$ cat config.mk
export PLATFORM = sky130hd
export DESIGN_NAME = alu_8bit
export DESIGN_NICKNAME = d
export VERILOG_FILES = /design/src/rtl/alu_pkg.sv /design/src/rtl/alu_shifter.sv /design/src/rtl/alu_8bit.sv
export SDC_FILE = /design/constraint.sdc
export NUM_CORES = 1
export LEC_CHECK = 0
export ABC_AREA = 1
export BUFFER_PORTS_ARGS = -buffer_cell sky130_fd_sc_hd__buf_2
export CAP_MARGIN = 10
export CELL_PAD_IN_SITES_DETAIL_PLACEMENT = 1
export CELL_PAD_IN_SITES_GLOBAL_PLACEMENT = 1
export CORE_ASPECT_RATIO = 1.75
export CORE_MARGIN = 2
export CORE_UTILIZATION = 47
export CTS_CLUSTER_SIZE = 12
export DETAILED_ROUTE_END_ITERATION = 10
export PLACE_DENSITY_LB_ADDON = 0.1
export RECOVER_POWER = 25
export SETUP_SLACK_MARGIN = 0.15
export SYNTH_ARGS = -nofsm -noshare
export SYNTH_HDL_FRONTEND = slang
export SYNTH_HIERARCHICAL = 1
export SYNTH_SLANG_ARGS = --single-unit
export TNS_END_PERCENT = 30
$ cat constraint.sdc
create_clock -name clk -period 9.6 [get_ports clk]
set_input_delay 1.44 -clock clk [delete_from_list [all_inputs] [get_ports clk]]
set_output_delay 1.44 -clock clk [all_outputs]
set_load 0.02 [all_outputs]
$ cat src/rtl/alu_pkg.sv
// Shared constants for the 8-bit ALU: datapath widths and opcode encodings.
package alu_pkg;

  localparam int W  = 8;
  localparam int PW = 16;

  localparam logic [3:0] OP_NOT = 4'd0;
  localparam logic [3:0] OP_AND = 4'd1;
  localparam logic [3:0] OP_OR  = 4'd2;
  localparam logic [3:0] OP_SLL = 4'd3;
  localparam logic [3:0] OP_SRL = 4'd4;
  localparam logic [3:0] OP_SLA = 4'd5;
  localparam logic [3:0] OP_SRA = 4'd6;
  localparam logic [3:0] OP_ROL = 4'd7;
  localparam logic [3:0] OP_ROR = 4'd8;
  localparam logic [3:0] OP_ADD = 4'd9;
  localparam logic [3:0] OP_SUB = 4'd10;
  localparam logic [3:0] OP_MUL = 4'd11;
  localparam logic [3:0] OP_CLR = 4'd15;

endpackage

$ cat src/rtl/alu_shifter.sv
// Combinational shift/rotate unit. The full 8-bit amount is used, so shifts
// saturate at 8 or more; rotates use the amount modulo 8.
module alu_shifter
  import alu_pkg::*;
(
  input  logic [W-1:0] a,
  input  logic [W-1:0] n,
  input  logic [3:0]   op,
  output logic [W-1:0] y
);

  logic         big;
  logic [2:0]   amt;
  logic [PW-1:0] rol_w;
  logic [PW-1:0] ror_w;

  assign big   = (n >= 8'd8);
  assign amt   = n[2:0];
  // A doubled copy turns rotation into a plain shift plus window select.
  assign rol_w = {a, a} << amt;
  assign ror_w = {a, a} >> amt;

  always_comb begin
    y = '0;
    case (op)
      OP_SLL, OP_SLA: y = big ? '0 : (a << amt);
      OP_SRL:         y = big ? '0 : (a >> amt);
      OP_SRA:         y = big ? {W{a[W-1]}} : W'($signed(a) >>> amt);
      OP_ROL:         y = rol_w[PW-1:W];
      OP_ROR:         y = ror_w[W-1:0];
      default:        y = '0;
    endcase
  end

endmodule

$ cat src/rtl/alu_8bit.sv
// Registered 8-bit ALU: opcode mux over logic, shift, add/sub and multiply,
// with overflow, zero and signed less-than flags, one cycle of latency.
module alu_8bit
  import alu_pkg::*;
(
  input  logic          clk,
  input  logic          rst,
  input  logic [W-1:0]  a,
  input  logic [W-1:0]  b,
  input  logic [3:0]    Op,
  output logic [W-1:0]  result,
  output logic [PW-1:0] product,
  output logic          OF,
  output logic          zero,
  output logic          slt
);

  logic [W-1:0]  shift_y;
  logic [W-1:0]  sum;
  logic [W-1:0]  diff;
  logic [PW-1:0] mul_full;
  logic [W-1:0]  res_d;
  logic [PW-1:0] prod_d;
  logic          of_d;
  logic          slt_d;

  alu_shifter u_shifter (
    .a  (a),
    .n  (b),
    .op (Op),
    .y  (shift_y)
  );

  assign sum      = a + b;
  assign diff     = a - b;
  assign mul_full = {{(PW-W){1'b0}}, a} * {{(PW-W){1'b0}}, b};
  assign slt_d    = ($signed(a) < $signed(b));

  always_comb begin
    res_d  = '0;
    prod_d = '0;
    of_d   = 1'b0;
    case (Op)
      OP_NOT: res_d = ~a;
      OP_AND: res_d = a & b;
      OP_OR:  res_d = a | b;
      OP_SLL, OP_SRL, OP_SLA, OP_SRA, OP_ROL, OP_ROR: res_d = shift_y;
      OP_ADD: begin
        res_d = sum;
        of_d  = (a[W-1] == b[W-1]) && (sum[W-1] != a[W-1]);
      end
      OP_SUB: begin
        res_d = diff;
        of_d  = (a[W-1] != b[W-1]) && (diff[W-1] != a[W-1]);
      end
      OP_MUL: begin
        prod_d = mul_full;
        res_d  = mul_full[W-1:0];
        of_d   = |mul_full[PW-1:W];
      end
      default: res_d = '0;
    endcase
  end

  // zero is registered from the next result, so it also clears under reset.
  always_ff @(posedge clk) begin
    if (rst) begin
      result  <= '0;
      product <= '0;
      OF      <= 1'b0;
      zero    <= 1'b0;
      slt     <= 1'b0;
    end else begin
      result  <= res_d;
      product <= prod_d;
      OF      <= of_d;
      zero    <= (res_d == '0);
      slt     <= slt_d;
    end
  end

endmodule

# Yosys cells after proc, flatten, opt, wreduce, memory -nomap -nowiden

Index checks and enable logic that the tools add are counted.

Add/sub/neg operators: 2
Multiply operators: 1
$lt $le $gt $ge: 2
Equality and inequality tests: 15
Shift operators: 5
Muxes and demuxes: 6
Bitwise operators: 4
Reductions and logical operators: 8

Operator list:

| kind                                                 | count |
|---|---|
| case mux 8 bit (7 select lines)                      | 1 |
| case mux 8 bit (5 select lines)                      | 1 |
| 2-to-1 mux 8 bit                                     | 3 |
| == test 4 x 3 -> 1 bit (second input constant)       | 4 |
| == test 4 bit (second input constant)                | 4 |
| multiplier 8 x 8 -> 16 bit                           | 1 |
| << shifter 16 x 3 -> 16 bit                          | 1 |
| right shift 16 x 3 -> 8 bit                          | 1 |
| adder 8 bit                                          | 1 |
| AND 8 bit                                            | 1 |
| == test 4 x 2 -> 1 bit (second input constant)       | 2 |
| >= comparator 8 x 4 -> 1 bit (second input constant) | 1 |
| logical NOT 8 bit                                    | 1 |
| less-than comparator 8 bit                           | 1 |
| NOT 8 bit                                            | 1 |
| bitwise OR 8 bit                                     | 1 |
| OR reduction 8 bit                                   | 1 |
| << shifter 8 x 3 -> 8 bit                            | 1 |
| right shift 8 x 3 -> 8 bit                           | 1 |
| >>> shifter 8 x 3 -> 8 bit                           | 1 |
| subtractor 8 bit                                     | 1 |
| OR reduction 6 bit                                   | 1 |
| == test 4 x 1 -> 1 bit (second input constant)       | 1 |
| logical NOT 4 bit                                    | 1 |
| other kinds (6)                                      | 10 |

Flip-flop bits (word level): 27
Bits of input ports: 22
Logic and storage cells: 48

# Depth between registers and ports, before layout

Depth after elaboration: 5
Gate-level depth with buffers: 25
Depth with buffers taken out: 24

# Cells and area by module

The synthesis kept the hierarchy.

Modules (own cells, without submodules):

| module      | instances | cells each | area each (sq um) | sequential area each (sq um) |
|---|---|---|---|---|
| alu_8bit    | 1         | 678        | 4,389.2           | 540.5 |
| alu_shifter | 1         | 238        | 1,248.7           | 0.0 |

# Least setup slack after synthesis

No wires, ideal clock.

Kind: in2reg
Start point: input port a[0]
End point: register OF
Library setup time: 0.132 ns
Arrival time: 5.050 ns
Required time: 9.468 ns
Path slack: 4.417 ns
Stages on the path: 22
Buffers on the path: 1
Cell sequence: clkbuf_1 nand2_1 fa_1 fa_1 inv_1 fa_1 inv_1 fa_1 inv_1 ha_1 nand2_1 inv_1 nand2_1 nand2_1 nand2_1 nand3_1 nand2_1 nand2_1 nor2_1 nand3_1 nand2_1 a21oi_1

Cells in the longest elaborated chain, start to end: 4

RTL lines:

| item                                                               | line           | RTL |
|---|---|---|
| from (decl)                                                        | alu_8bit.sv:8  | `input logic [W-1:0] a,` |
| branches (longest 3 deep; another with multiplier 8 x 8 -> 16 bit) | n/a            |  |
| case mux 1 bit (3 select lines) *                                  | alu_8bit.sv:43 | `case (Op)` |
| to (signal assigned)                                               | alu_8bit.sv:70 | `OF <= 1'b0;` |
| to (signal assigned)                                               | alu_8bit.sv:76 | `OF <= of_d;` |
| to (decl)                                                          | alu_8bit.sv:13 | `output logic OF,` |

Mark *: on every way between the ends.
A chain may end at the register's enable or synchronous reset.

# Worst setup path in the final report

Start point: input port b[2]
End point: register OF

Cells in the longest elaborated chain, start to end: 4

RTL lines:

| item                                                               | line           | RTL |
|---|---|---|
| from (decl)                                                        | alu_8bit.sv:9  | `input logic [W-1:0] b,` |
| branches (longest 3 deep; another with multiplier 8 x 8 -> 16 bit) | n/a            |  |
| case mux 1 bit (3 select lines) *                                  | alu_8bit.sv:43 |  |

Marked as above.

==> summary.md <==
| Metric | Value |
|---|---|
| Status | complete, no violations |
| Die Width | ~87 µm |
| Routability cong. | 1.02 |
| Global-route wire length before repair | 31800 µm |
| DR vias | about 5800 |
| Hold depth | 2 |
| Async SR Flop Fraction | 0% |
| CP Capture Type | flop |
| Slowest cell on crit path | fa_1 |
| Total negative slack | 0 ps |
| CP Max Fanout | 30 |
| Relative slew slack | 49.2% |
| Cells after synthesis | 916 |
| Die H | 149 µm |
| Slew Viols, Final | 0 |
| H-tree levels | 1 |
| Slowest stage delay, CP | 550 ps |
| RSZ-0062 raised after global routing | no |
| Worst-Margin Slew | 761 ps |
| Cells along the critical path | buf_2, nand2_1, inv_1, fa_1, fa_1, fa_1, inv_1, fa_1, inv_1, ha_1, nand2_1, inv_1, nand2_1, nand2_1, inv_1, nand2_1, nand2_1, nand2_1, nand2_1, nor2_1, nand3_1, nand2_1, a21oi_1 |
| Seq cells post-synth | 27 |
| Finished Cell Area | approximately 5900 µm² |
| Sink Count | 27 |
| Endpoints failing setup | 0 |
| Clock Tree Root | clkbuf_16 |
| Cell row count | 53 |
| Drc violations | 0 |
| Worst Path Buf+Inv | 6 |
| Fin crit period | approximately 5500 ps |
| Vias in the first global route | roughly 6300 |
| Mean Syn Cell Area | 6.15 µm² |
| Post-synth EDFFs | 0 |
| Number of hold buffers added after cts | 0 |
| Total grt overflow | 0 |
| Area growth, synth to finish | 5.53% |
| Number of antenna diodes | 0 |
| Initial antenna violation count | 0 |
| Post-CTS Setup Bufs | 0 |
| Final period utilization | 57.5% |
| Data arrival time of the critical path | 5670 ps |
| Placed Area | between 5000 and 6000 µm² |
| Synth warn | 6 |
| Total GRT Usage | 31.7% |
| I/O Buffers | 48 |
| Layout cell share with drive strength beyond 1 | 11.2% |
| Most used cell, CP | nand2_1 |
| Clk slew on worst S/H paths | 70 ps |
| Nets | around 1100 |
| Hold endpoint | OF$_SDFF_PP0_ |
| Peak VDD IR | 0.000108 V |
| Critical path startpoint category | input port |
| Starting Density | 47.5% |
| Leak Pwr | around 0.0036 µW |
| Clock Path Buffers | 2 |
| DRT iter0 DRCs | 300 |
| Antenna viol nets, final | 0 |
| Type of the worst setup path | input port to flop |
| CTS Buf Count | 3 |
| DP HPWL | around 17000 µm |
| Core ar. | 11900 µm² |
| Mapped Area | 5640 µm² |
| Final Hold Vio Count | 0 |
| Die ar. | 12900 µm² |
| Most frequent cells in the layout | nand2_1, inv_1, nor2_1 |
| Drt total wl | 19800 µm |
| Commonest non-fill, non-tap cell in the layout | nand2_1 |
| DR pass1 iterations | 4 |
| Mapped Nets | 1036 |
| Max Fclk | 181 MHz |
| Wirelength per Cell | about 18 µm |
| I/O Pins | 49 |
| Max-cap violations | 0 |
| Hold Path Origin | rst |
| PD cells | 136 nW/µm² |
| Cell family with most CP delay | adder cells |
| Cell variety after synth | 40 |
| Seq/Total Area, Yosys | a little under a tenth |
| Main synth FF type | dfxtp_1 |
| WP data required | 9750 ps |
| Worst hold path class | input port to flop |
| Vias per cell | 5.43 |
| Largest net degree at the start of global routing | 31 |
| CTS tree | done |
| Post-CTS resize count | 0 |
==> layout make-up <==
| type | instances | area, µm² |
|---|---|---|
| clock buffer | 3 | 75.1 |
| clock inverter | 1 | 8.76 |
| fill | 1708 | 5920 |
| inverter | 191 | 727 |
| multi-input combinational | 669 | 4200 |
| sequential | 27 | 541 |
| tap | 137 | 171 |
| timing repair buffer | 48 | 224 |
==> flip-flops by register name, indices dropped and copies added, names as in the netlist <==
signal,flops
OF,1
product,16
result,8
slt,1
zero,1
==> logic make-up after synthesis <==
family                   Yosys count  share of synthesized area, %
AND/OR/NAND/NOR                  487                          39.0
buffers and inverters            220                          15.9
adder cells (fa/ha/maj)           98                          26.8
AO/OA/AOI/OAI                     79                          7.99
flip-flops                        27                          9.59
XOR/XNOR                           5                         0.777
==> where the power goes <==
group	total [µW]	internal, µW	switching [µW]
clock	95.7	57.5	38.2
combinational	593	191	402
sequential	119	118	1.37
==> Yosys cell counts (3+ instances only) <==
library cell  number  share of area (%)
buf_6              4               0.80
inv_1            182                 12
nand3b_1           6               0.80
nor2_4             3               0.60
nand3_2            9                1.6
nor2_1            71                4.7
nand2_1          277                 18
o21ai_1           10               0.89
xor2_1             5               0.78
fa_1              38                 13
o21ai_2            5               0.78
buf_2              6               0.53
nor3_1             4               0.36
ha_1              60                 13
inv_2              6               0.40
nand3_1           67                5.9
or2_0              3               0.33
a21oi_2            3               0.47
a21oi_1           32                2.8
clkbuf_1          16                1.1
dfxtp_1           27                9.6
nand4_1            9                1.0
nand2_2           20                2.2
o21ai_0           19                1.7
nor2_2             6               0.67
nand2_4            9                1.8
o22ai_1            4               0.44
==> metrics by stage <==
step | hold WS (ps) | utilization, % | worst slack, ps | total power, µW | std cells
5_1_grt | 1520 | 50.1 | 3730 | 900 | 1076
3_5_place_dp | 1760 | 49.6 | 3800 | 717 | 1072
4_1_cts | 1480 | 50.3 | 4060 | 815 | 1076
3_3_place_gp | 1760 | 49.6 | 3930 | 692 | 1072
6_report | 1490 | 50.1 | 4080 | 808 | 1076
2_1_floorplan | 1700 | - | 4420 | 542 | 916
==> worst max path at each step <==
| stage | from | endpoint | depth (start not counted) |
|---|---|---|---|
| after floorplan | a[0] | OF$_SDFF_PP0_ | 22 |
| after global routing | b[2] | OF$_SDFF_PP0_ | 22 |
| after global placement | b[2] | result[7]$_SDFF_PP0_ | 18 |
| final | b[2] | OF$_SDFF_PP0_ | 23 |
| after detailed placement | b[2] | OF$_SDFF_PP0_ | 23 |
| after CTS | b[2] | OF$_SDFF_PP0_ | 23 |
==> metal layers <==
layer | wire length, µm | GRT usage [%] | part of all wire [%] | up-vias
met5 | 0 | 0 | 0 | -
met4 | 1100 | 14.4 | 5.6 | 0
met3 | 456 | 2.55 | 2.3 | 57
met2 | 11400 | 62.7 | 57 | 118
met1 | 6860 | 32.1 | 35 | 2836
li1 | - | - | - | 2827
No activity file was read; power rests on OpenSTA's default activity.
